## config.mk

```make
export PLATFORM = sky130hd
export DESIGN_NAME = data_bus_transmit
export DESIGN_NICKNAME = d
export VERILOG_FILES = /design/src/rtl/data_bus_transmit.sv
export SDC_FILE = /design/constraint.sdc
export NUM_CORES = 1
export LEC_CHECK = 0
export CAP_MARGIN = 15
export CORE_ASPECT_RATIO = 0.7
export CORE_MARGIN = 2
export CORE_UTILIZATION = 40
export CTS_CLUSTER_SIZE = 8
export DETAILED_ROUTE_END_ITERATION = 10
export PLACE_DENSITY = 0.65
export SYNTH_ARGS = -nofsm -noshare
export SYNTH_HDL_FRONTEND = slang
export SYNTH_SLANG_ARGS = --single-unit
```

## constraint.sdc

```tcl
create_clock -name clk -period 3.15 [get_ports clk]
set_clock_uncertainty 0.1 [all_clocks]
set_input_delay 0.63 -clock clk [delete_from_list [all_inputs] [get_ports clk]]
set_output_delay 0.63 -clock clk [all_outputs]
set_load 0.05 [all_outputs]
```

## src/rtl/data_bus_transmit.sv

```systemverilog
// data_bus_transmit: two-lane transmitter for SLOS frames, Gen3/Gen4 training
// sequences and transport-layer data bytes. All outputs are registered one
// cycle after the inputs are sampled.
// Optional feature macro: DBT_GEN4_EN. When defined, d_sel 4-7 send Gen4 TS1-TS4.
// When undefined, the Gen4 tables are not built and d_sel 4-7 act as idle.
module data_bus_transmit #(
   parameter int          SLOS_LEN  = 256,
   parameter logic [10:0] PRBS_SEED = 11'h400
) (
   input  logic       clk,
   input  logic       rst,
   input  logic       lane_tx_on,
   input  logic [3:0] d_sel,
   input  logic [7:0] tl_data_in,
   input  logic       tl_valid,
   output logic       tl_ready,
   output logic [7:0] lane_0_tx,
   output logic [7:0] lane_1_tx,
   output logic       data_os,
   output logic       os_sent
);

   localparam int CNT_W = (SLOS_LEN > 8) ? $clog2(SLOS_LEN) : 3;

   typedef enum logic [1:0] {ST_IDLE, ST_SLOS, ST_OS, ST_DATA} state_t;

   state_t           r_state, w_state_nxt, w_tgt;
   logic [CNT_W-1:0] r_cnt, w_cnt_nxt, w_len_m1;
   logic [10:0]      r_lfsr, w_lfsr_nxt, w_lfsr_adv;
   logic [3:0]       r_pat, w_pat_nxt, w_sel;
   logic             w_last;
   logic [7:0]       w_prbs, w_lane0, w_lane1;
   logic             w_data_os, w_os_sent, w_ready;

   // Eight steps of the x^11+x^9+1 Fibonacci LFSR; the first bit out lands in the byte MSB
   function automatic logic [18:0] prbs_step8(input logic [10:0] s);
      logic [10:0] v;
      logic [7:0]  b;
      v = s;
      b = '0;
      for (int i = 0; i < 8; i++) begin
         b = {b[6:0], v[10]};
         v = {v[9:0], v[10] ^ v[8]};
      end
      return {b, v};
   endfunction

   // Gen3 TS byte at position idx (MSB byte first); lane 1 differs only in the second byte
   function automatic logic [7:0] gen3_byte(input logic ts2, input logic lane1, input logic [2:0] idx);
      logic [63:0] v;
      logic [63:0] sh;
      v = ts2 ? 64'h0100_0000_0400_64F2 : 64'h0100_0000_0400_98F2;
      if (lane1) v[55:48] = 8'h01;
      sh = v >> (8 * (7 - int'(idx)));
      return sh[7:0];
   endfunction

`ifdef DBT_GEN4_EN
   // Gen4 TS byte at position idx (MSB byte first), same on both lanes
   function automatic logic [7:0] gen4_byte(input logic [1:0] ts, input logic [1:0] idx);
      logic [31:0] v;
      logic [31:0] sh;
      case (ts)
         2'd0:    v = 32'h7E02_D0F0;
         2'd1:    v = 32'h7E04_B0F0;
         2'd2:    v = 32'h7E06_90F0;
         default: v = 32'h7E0F_0F00;
      endcase
      sh = v >> (8 * (3 - int'(idx)));
      return sh[7:0];
   endfunction
`endif

   // Pattern in force this cycle: held mid-frame, otherwise taken live from d_sel
   always_comb begin
      w_sel    = ((r_state == ST_SLOS || r_state == ST_OS) && r_cnt != '0) ? r_pat : d_sel;
      w_tgt    = ST_IDLE;
      w_len_m1 = '0;
      case (w_sel)
         4'd0, 4'd1: begin
            w_tgt    = ST_SLOS;
            w_len_m1 = CNT_W'(SLOS_LEN - 1);
         end
         4'd2, 4'd3: begin
            w_tgt    = ST_OS;
            w_len_m1 = CNT_W'(7);
         end
`ifdef DBT_GEN4_EN
         4'd4, 4'd5, 4'd6, 4'd7: begin
            w_tgt    = ST_OS;
            w_len_m1 = CNT_W'(3);
         end
`endif
         4'd8:    w_tgt = ST_DATA;
         default: w_tgt = ST_IDLE;
      endcase
      w_last = (w_tgt == ST_SLOS || w_tgt == ST_OS) && (r_cnt == w_len_m1);
      {w_prbs, w_lfsr_adv} = prbs_step8(r_lfsr);
   end

   // State, byte counter and LFSR register; reset aborts any frame in flight
   always_ff @(posedge clk or negedge rst) begin
      if (!rst) begin
         r_state <= ST_IDLE;
         r_cnt   <= '0;
         r_lfsr  <= PRBS_SEED;
         r_pat   <= '0;
      end else begin
         r_state <= w_state_nxt;
         r_cnt   <= w_cnt_nxt;
         r_lfsr  <= w_lfsr_nxt;
         r_pat   <= w_pat_nxt;
      end
   end

   // Next state: advance within a frame, wrap on the last byte, drop to idle when the lane is off
   always_comb begin
      w_state_nxt = ST_IDLE;
      w_cnt_nxt   = '0;
      w_lfsr_nxt  = PRBS_SEED;
      w_pat_nxt   = '0;
      if (lane_tx_on) begin
         w_state_nxt = w_tgt;
         w_pat_nxt   = w_sel;
         if ((w_tgt == ST_SLOS || w_tgt == ST_OS) && !w_last)
            w_cnt_nxt = r_cnt + 1'b1;
         // Marker byte leaves the LFSR at the seed so the first PRBS byte starts fresh
         if (w_tgt == ST_SLOS && r_cnt != '0)
            w_lfsr_nxt = w_lfsr_adv;
      end
   end

   // Output decode: byte for the current pattern position, or data / idle
   always_comb begin
      w_lane0   = '0;
      w_lane1   = '0;
      w_data_os = 1'b0;
      w_os_sent = 1'b0;
      w_ready   = 1'b0;
      if (lane_tx_on) begin
         case (w_tgt)
            ST_SLOS: begin
               w_lane0 = (r_cnt == '0) ? 8'h40 : w_prbs;
               if (w_sel[0]) w_lane0 = ~w_lane0;
               w_lane1   = w_lane0;
               w_os_sent = w_last;
            end
            ST_OS: begin
`ifdef DBT_GEN4_EN
               if (w_sel[2]) begin
                  w_lane0 = gen4_byte(w_sel[1:0], r_cnt[1:0]);
                  w_lane1 = w_lane0;
               end else
`endif
               begin
                  w_lane0 = gen3_byte(w_sel[0], 1'b0, r_cnt[2:0]);
                  w_lane1 = gen3_byte(w_sel[0], 1'b1, r_cnt[2:0]);
               end
               w_os_sent = w_last;
            end
            ST_DATA: begin
               w_ready = 1'b1;
               if (tl_valid) begin
                  w_lane0   = tl_data_in;
                  w_lane1   = tl_data_in;
                  w_data_os = 1'b1;
               end
            end
            default: ;
         endcase
      end
   end

   // Output register stage
   always_ff @(posedge clk or negedge rst) begin
      if (!rst) begin
         lane_0_tx <= '0;
         lane_1_tx <= '0;
         data_os   <= 1'b0;
         os_sent   <= 1'b0;
         tl_ready  <= 1'b0;
      end else begin
         lane_0_tx <= w_lane0;
         lane_1_tx <= w_lane1;
         data_os   <= w_data_os;
         os_sent   <= w_os_sent;
         tl_ready  <= w_ready;
      end
   end

endmodule

```

==> flow_metrics.env <==
export IMPL_status="completed"
export IMPL_rows=22
export IMPL_synthTopCellsByArea="dfrtp_1 43%, xnor2_1 5.0%, ha_1 4.2%"
export IMPL_syn_avg_cell_area_sq_um=9.90
export IMPL_crit_fanout=7
export IMPL_leakagePower_nw=1.17
export IMPL_seqPwrFrac=0.464
export IMPL_syn_inst=213
export IMPL_setup_violations=0
export IMPL_slew_viol_final=0
export IMPL_hp_class="primary input to async pin"
export IMPL_cts_clk_slew_worst_paths_ns=0.08
export IMPL_critical_path_class="flop to flop"
export IMPL_grt_pass1_vias=1627
export IMPL_first_iter_violations=104
export IMPL_drtPass1Iterations=4
export IMPL_dr_total_vias=1681
export IMPL_max_freq_mhz=329
export IMPL_clock_sinks=37
export IMPL_ys_warn_count=0
export IMPL_hold_viol=0
export IMPL_dp_hpwl_microns=3750
export IMPL_drc=0
export IMPL_ys_ff_latch=37
export IMPL_area_growth_pct=29.3
export IMPL_period_share=0.965
export IMPL_power_w=0.00105
export IMPL_yosysUniqueCellTypes=52
export IMPL_io_pins=35
export IMPL_clock_tree_htree_level_count=2
export IMPL_synth_edf_count=0
export IMPL_grt_start_max_net_pins=38
export IMPL_synthFlopType="dfrtp_1"
export IMPL_start_util=0.408
export IMPL_slowest_delay_ns=0.61
export IMPL_required_ns=3.26
export IMPL_drt_total_wl_microns=4980
export IMPL_layout_cells_non_filler=331
export IMPL_core_area_sq_um=5170
export IMPL_synth_top_area_share=0.427
export IMPL_gp_routability_congestion=0.808
export IMPL_end_kind="flop"
export IMPL_numPortBuffers=34
export IMPL_finalCriticalPeriod_ns=3.04
export IMPL_slew_headroom=0.461
export IMPL_dieArea_sq_um=5880
export IMPL_synth_commonest_cells="36 x dfrtp_1, 21 x nor2_1, 12 x inv_1, 12 x xnor2_1"
export IMPL_cp_data_arrival_time_ns=3.15
export IMPL_routed_via_density=5.08
export IMPL_final_area_sq_um=2730
export IMPL_synth_most_common_cell="dfrtp_1"
export IMPL_power_frac_clock=0.406
export IMPL_yosysSeqAreaShare=0.440
export IMPL_tightest_slew_ns=0.808
export IMPL_synth_largest_area_cell="dfrtp_1"
export IMPL_grt_overflow_total=0
export IMPL_n_antenna_cell=0
export IMPL_placed_area_sq_um=2580
export IMPL_syn_area_sq_um=2110
export IMPL_fin_hold_ws_ns=0.323
export IMPL_syn_nets=236
export IMPL_critPathLaunchType="flop"
export IMPL_rsz0062_at_grt="yes"
export IMPL_antenna_found_initial=0
export IMPL_root_buffer="clkbuf_8"
export IMPL_grt_pass1_wl_microns=8150
export IMPL_path_cells="or4_4, o31ai_4, mux2_2, nand4_1, and2_1, ha_2, o31a_1, o221ai_1, a31oi_1"
export IMPL_powerDensity_nw_per_um2=385
export IMPL_synthArstFlopShare=1.00
export IMPL_drive_gt1_frac=0.174
export IMPL_cts_buffers=5
export IMPL_peakVddDrop_mv=0.224
export IMPL_p_int_w=0.000798
export IMPL_die_x_microns=90.8
export IMPL_nets=281
export IMPL_cts_tree="yes"
export IMPL_postRouteAntennaNets=0
export IMPL_wire_per_inst_microns=15.0
export IMPL_swShare=0.241
export IMPL_grt_usage=0.179
export IMPL_cts_path_max_buffers=2
export IMPL_p_comb_frac=0.130
export IMPL_maxCapViolations=0
export IMPL_nFillCells=485
export IMPL_switchingPower_w=0.000253
export IMPL_clk_latency_ns=0.29
export IMPL_slowest_stage="or4_4"
export IMPL_place_inst=322
export IMPL_die_h_microns=64.8
[cells in the final DEF, fill, tap and decap left out, types with 3 or more instances in the layout]
cell / count
dfrtp_1: 36
clkdlybuf4s50_1: 33
nor2_1: 21
buf_4: 21
inv_1: 12
xnor2_1: 12
nand2_1: 10
a21oi_1: 9
nor3_1: 7
nand3_1: 7
nand3b_1: 6
ha_1: 6
clkbuf_8: 6
nand2b_1: 5
and3_1: 5
a31oi_1: 5
xor2_1: 4
o31ai_1: 3
o31a_1: 3
o221ai_1: 3
[path summary, 6_finish.rpt]
path / cells past startpoint / slack (ns) / end / startpoint
min reg2reg: 1 / 0.38 / r_lfsr[10]$_DFF_PN1_ / r_lfsr[2]$_DFF_PN0_
max reg2reg: 9 / 0.11 / lane_0_tx[7]$_DFF_PN0_ / r_cnt[4]$_DFF_PN0_
max in group asynchronous: 1 / 2.12 / r_cnt[5]$_DFF_PN0_ / rst
max: 9 / 0.11 / lane_0_tx[7]$_DFF_PN0_ / r_cnt[4]$_DFF_PN0_
min: 1 / 0.32 / r_lfsr[5]$_DFF_PN0_ / rst
min in group clk: 1 / 0.38 / r_lfsr[10]$_DFF_PN1_ / r_lfsr[2]$_DFF_PN0_
[power groups by stage]
stage	Sequential, W	Combinational (W)	Clock [W]
after floorplan	0.000506	0.0000617	0
after global placement	0.000496	0.000133	0
after detailed placement	0.000496	0.000133	0
after CTS	0.000487	0.000135	0.000434
after global routing	0.000488	0.000148	0.000456
final	0.000487	0.000137	0.000427
[state kept, by name (all words and copies together) (netlist names)]
register	flops
r_state	2
r_cnt	8
r_lfsr	11
r_pat	4
lane_0_tx	2
tl_ready	1
data_os	1
os_sent	1
lane_1_tx	7
[per-layer routing]
layer,track usage,part of all wire
met1,0.265,0.51
met2,0.257,0.41
met3,0.0465,0.077
met4,0.0511,0.0084
met5,0,0
[per-stage QoR]
step / utilization / worst slack (ns) / setup TNS, ns
after global placement: 0.499 / 0.0408 / 0
final: 0.527 / 0.109 / 0
after floorplan: - / 0.00415 / 0
after CTS: 0.522 / 0.0889 / 0
after detailed placement: 0.499 / 0.0463 / 0
after global routing: 0.527 / -0.0304 / -0.0367
[final cells by class]
class | count | area [sq um] | share of cell area
multi-input combinational | 147 | 1050 | 0.386
clock buffer | 6 | 82.6 | 0.0303
clock inverter | 2 | 37.5 | 0.0138
timing repair buffer | 55 | 493 | 0.181
sequential | 37 | 927 | 0.340
tap | 72 | 90.1 | 0.0330
inverter | 12 | 45.0 | 0.0165
[logic make-up after synthesis]
logic type | synth area share
adders and majority gates | 0.0415
and+or+nand+nor | 0.179
buffers and inverters | 0.0706
xor gates and xnor gates | 0.0664
muxes | 0.0202
AOI/OAI and AO/OA | 0.183
DFF | 0.440
[repair_timing]
item,4_1_cts,5_1_grt
resized for setup,0,5
hold buffers,0,0
setup buffers,0,1
endpoints found under the setup margin,0,17
[worst max-delay path: cells and delay by family, from the launching register on]
| kind | cells | cell delay (ns) |
|---|---|---|
| fa+ha+maj | 1 | 0.26 |
| mux | 1 | 0.38 |
| compound gates | 4 | 0.92 |
| simple gates | 3 | 0.90 |
| flops | 1 | 0.40 |
Note: power is estimated with default switching activity, not from simulation.
==> RTL edit 1, RTL diff (config.mk and constraints unchanged) <==
Reset style: synchronous (`rst`), changed in 2 clocked blocks.
--- a/src/rtl/data_bus_transmit.sv
+++ b/src/rtl/data_bus_transmit.sv
@@ -99,7 +99,7 @@
    end
 
    // State, byte counter and LFSR register; reset aborts any frame in flight
-   always_ff @(posedge clk or negedge rst) begin
+   always_ff @(posedge clk) begin
       if (!rst) begin
          r_state <= ST_IDLE;
          r_cnt   <= '0;
@@ -172,7 +172,7 @@
    end
 
    // Output register stage
-   always_ff @(posedge clk or negedge rst) begin
+   always_ff @(posedge clk) begin
       if (!rst) begin
          lane_0_tx <= '0;
          lane_1_tx <= '0;
Check against the original RTL: differs if rst is asserted again (counterexample within 4 cycles, from zero or initial values and one cycle with rst low); with rst held inactive, the same outputs for 10 cycles.
==> RTL edit 1 against the unedited design <==
Sequential cell count unchanged; hold slack got worse by 0.015 ns; power decreased by 17%; setup slack improved by 0.31 ns; the run now ends with design-rule violations left; routed wire length decreased by 7.0%; critical path type unchanged; cell area decreased by 14%; synthesized area decreased by 11%; fmax increased by 11%.
==> RTL edit 1: results (changes against the unedited design) <==
Status
  – Status: finished with violations
  – Failing checks: design-rule violations

Yosys
  – Top post-synthesis cells by count: nor2_1 (42), dfxtp_1 (37)
  – Distinct cells, synth: 43 (-17%)
  – Synth Area in Compound Gates: 17.7% (-0.67 points)
  – Fraction of registers with async set/reset: 0% (-100 points)
  – Post-synthesis sequential area ratio: 39.6% (-4.4 points)
  – Post-Synth XOR/XNOR Area: 7.42% (+0.78 points)
  – Adder-cell share of the synthesized area: 2.01% (-2.1 points)
  – Prevailing post-synth register cell: dfxtp_1

Critical path
  – CP Max Fanout: 11 (+4)
  – Depth of the worst register-to-register path: 7 (-2)
  – Arrival @ worst endpoint: 2.80 ns (-0.35 ns)
  – Setup crit end: lane_0_tx[2]$_SDFF_PN0_
  – Launch point of the worst path: r_cnt[7]$_SDFF_PN0_

Placed design
  – DPL Wire Length: 3.59 mm (-4.2%)
  – Global placement routability congestion: 0.955 (+18%)
  – Post-Place Cells: 302 (-6.2%)
  – DP Worst Slack: 0.340 ns (+0.294 ns)

Detailed routing
  – # DRC: 5 (+5)
  – Drt first-iter violations: 168 (+62%)
  – 1st-pass router iterations: 8 (+4)
  – Via Count: 1678 (-0.18%)

Final layout
  – Share of cells above drive strength 1: 9.09% (-8.3 points)
  – Regs by FF count: r_lfsr: 11 flops, lane_0_tx: 8 flops, r_cnt: 8 flops
  – Nets@finish: 273 (-2.8%)

Global routing
  – Wire length of the first global-routing pass: 7.51 mm (-7.9%)
  – Vias in the first global route: 1515 (-6.9%)

Worst hold path
  – Hold crit path type: flop to flop

Timing
  – Fin crit period: 2.73 ns (-0.312 ns)

Power and ir drop
  – Leak: 0.828 nW (-29%)
  – Peak supply drop: 0.184 mV (-18%)
[RTL edit 1: report_power, final]
part | total (W) | leakage (nW) | switching (W) | internal [W]
registers | 0.000478 | 0.299 | 0.00000518 | 0.000473
clock network | 0.000296 | 0.0399 | 0.000151 | 0.000145
logic | 0.000103 | 0.489 | 0.0000580 | 0.0000455
total | 0.000877 | 0.828 | 0.000214 | 0.000663
[RTL edit 1: routing by layer]
layer | GRT usage [%] | vias to the layer above | routed length [µm]
li1 | - | 835 | -
met1 | 27.5 | 773 | 2370
met2 | 27.8 | 63 | 1840
met3 | 5.76 | 7 | 379
met4 | 4.76 | 0 | 37
met5 | 0 | - | 0
[RTL edit 1: layout make-up]
cell class                      instances  area, µm²
Fill cell                             419       2090
Inverter                                6       22.5
Multi-Input combinational cell        161       1030
Clock buffer                            5       68.8
Sequential cell                        37        741
Timing Repair Buffer                   43        408
Clock inverter                          1       5.00
Tap cell                               55       68.8
==> RTL edit 2, RTL diff (same flow settings) <==
Made on the original files. `SLOS_LEN`: 256 -> 128.
--- a/src/rtl/data_bus_transmit.sv
+++ b/src/rtl/data_bus_transmit.sv
@@ -4,7 +4,7 @@
 // Optional feature macro: DBT_GEN4_EN. When defined, d_sel 4-7 send Gen4 TS1-TS4.
 // When undefined, the Gen4 tables are not built and d_sel 4-7 act as idle.
 module data_bus_transmit #(
-   parameter int          SLOS_LEN  = 256,
+   parameter int          SLOS_LEN  = 128,
    parameter logic [10:0] PRBS_SEED = 11'h400
 ) (
    input  logic       clk,
Formal check against the unedited RTL: no difference found for any inputs over 10 cycles, from zero or initial values and one cycle with rst low; that may be too few to reach the edited logic, so the function may still have changed.
==> RTL edit 2 against the unedited design <==
Synthesized area fell by 4.8%; cell count fell by 3.0%; power fell by 8.8%; clock power fell by 21%; sequential power fell by 2%; routed wire length fell by 9.6%; setup slack improved by 0.056 ns; critical path type unchanged; sequential share of layout area rose by 0.051 points; first-iteration DRC count fell by 27%; highest routed layer unchanged; largest power group unchanged; cell area fell by 2.8%; sequential cell count fell by 1.
==> RTL edit 2: results (changes against the unedited design) <==
Status
  – Status: complete, no violations

Critical path
  – Arrival @ worst endpoint: 3.09 ns (-0.06 ns)
  – Internal reg-to-reg setup slack: 0.16 ns (+0.06 ns)
  – Slowest stage cell, crit path: mux2_2
  – Depth of the worst register-to-register path: 13 (+4)
  – RR Startpoint: r_cnt[1]$_DFF_PN0_
  – CP Max Fanout: 6 (-1)
  – FF-to-FF End: lane_1_tx[4]$_DFF_PN0_
  – Max stage delay on crit path: 0.40 ns (-0.21 ns)

Final layout
  – Share of cells above drive strength 1: 18.7% (+1.3 points)
  – Non-Filler Instances: 321 (-3.0%)
  – Regs by FF count: r_lfsr: 11 flops, lane_1_tx: 7 flops, r_cnt: 7 flops
  – Nets@finish: 274 (-2.5%)

Yosys
  – Synth Area in Compound Gates: 15.6% (-2.8 points)
  – Adder-cell share of the synthesized area: 4.36% (+0.21 points)
  – Post-Syn Nets: 225 (-4.7%)
  – Ranking of synthesized cells by area: dfrtp_1 (44%), xnor2_1 (5.2%), ha_1 (4.4%), nor2_1 (3.7%), a21oi_1 (3.0%)
  – Post-Synth XOR/XNOR Area: 6.54% (-0.10 points)
  – Post-synthesis sequential area ratio: 44.9% (+0.97 points)

Detailed routing
  – Vias per inst: 4.96 (-2.3%)
  – Drt first-iter violations: 76 (-27%)

Power and ir drop
  – Clock net power: 0.000339 W (-21%)
  – Part of the power in combinational logic: 15.0% (+2.0 points)
  – Sw Pwr: 0.000247 W (-2.6%)

Placed design
  – DP Worst Slack: 0.0466 ns (+0.000276 ns)
  – Post-Place Cells: 310 (-3.7%)
  – Placed cell areas: 2490 µm² (-3.6%)
  – Global placement routability congestion: 0.879 (+8.7%)

Global routing
  – Vias in the first global route: 1487 (-8.6%)

Worst hold path
  – Hold crit path type: flop to flop

Timing
  – WHS: 0.376 ns (+0.0525 ns)
  – Worst Tran Pin Value: 0.510 ns (-0.299 ns)
RTL edit 2: layout make-up:
cell class | instances | area, µm²
timing repair buffer | 53 | 495
clock buffer | 8 | 90.1
tap | 69 | 86.3
sequential | 36 | 902
inverter | 11 | 41.3
fill | 435 | 2160
multi-input combinational | 144 | 1030
RTL edit 2: kinds of logic (layout without fill, tap and decap cells):
group | Yosys count | in the layout
AO/OA/AOI/OAI | 42 | 42
XOR/XNOR | 15 | 15
AND/OR/NAND/NOR | 71 | 71
buffers and inverters | 22 | 72
flip-flops | 36 | 36
multiplexers | 9 | 9
adder cells (fa/ha/maj) | 7 | 7
RTL edit 2: routing by layer:
layer  vias to the layer above  global-route usage, %  share of wire [%]
met4                         0                   6.25               0.53
met1                       736                   26.9                 52
met2                        55                   24.2                 41
met5                         -                      0                  0
li1                        800                      -                  -
met3                         2                   4.46                5.8
RTL edit 2: how the worst max path moves through the flow:
stage,end,cells after the start,from,slack [ns]
after floorplan,lane_1_tx[3]$_DFF_PN0_,14,r_cnt[0]$_DFF_PN0_,0.04
after global placement,lane_1_tx[5]$_DFF_PN0_,12,r_cnt[1]$_DFF_PN0_,0.09
after detailed placement,lane_0_tx[7]$_DFF_PN0_,13,r_cnt[1]$_DFF_PN0_,0.05
after CTS,lane_0_tx[7]$_DFF_PN0_,13,r_cnt[1]$_DFF_PN0_,0.04
after global routing,lane_1_tx[3]$_DFF_PN0_,13,r_cnt[1]$_DFF_PN0_,-0.03
final,lane_1_tx[4]$_DFF_PN0_,13,r_cnt[1]$_DFF_PN0_,0.16
RTL edit 2: timing repair:
action,4_1_cts,5_1_grt
resized for setup,0,10
hold endpoints to repair,0,0
hold buffers,0,0
setup buffers,0,3
endpoints found under the setup margin,0,8
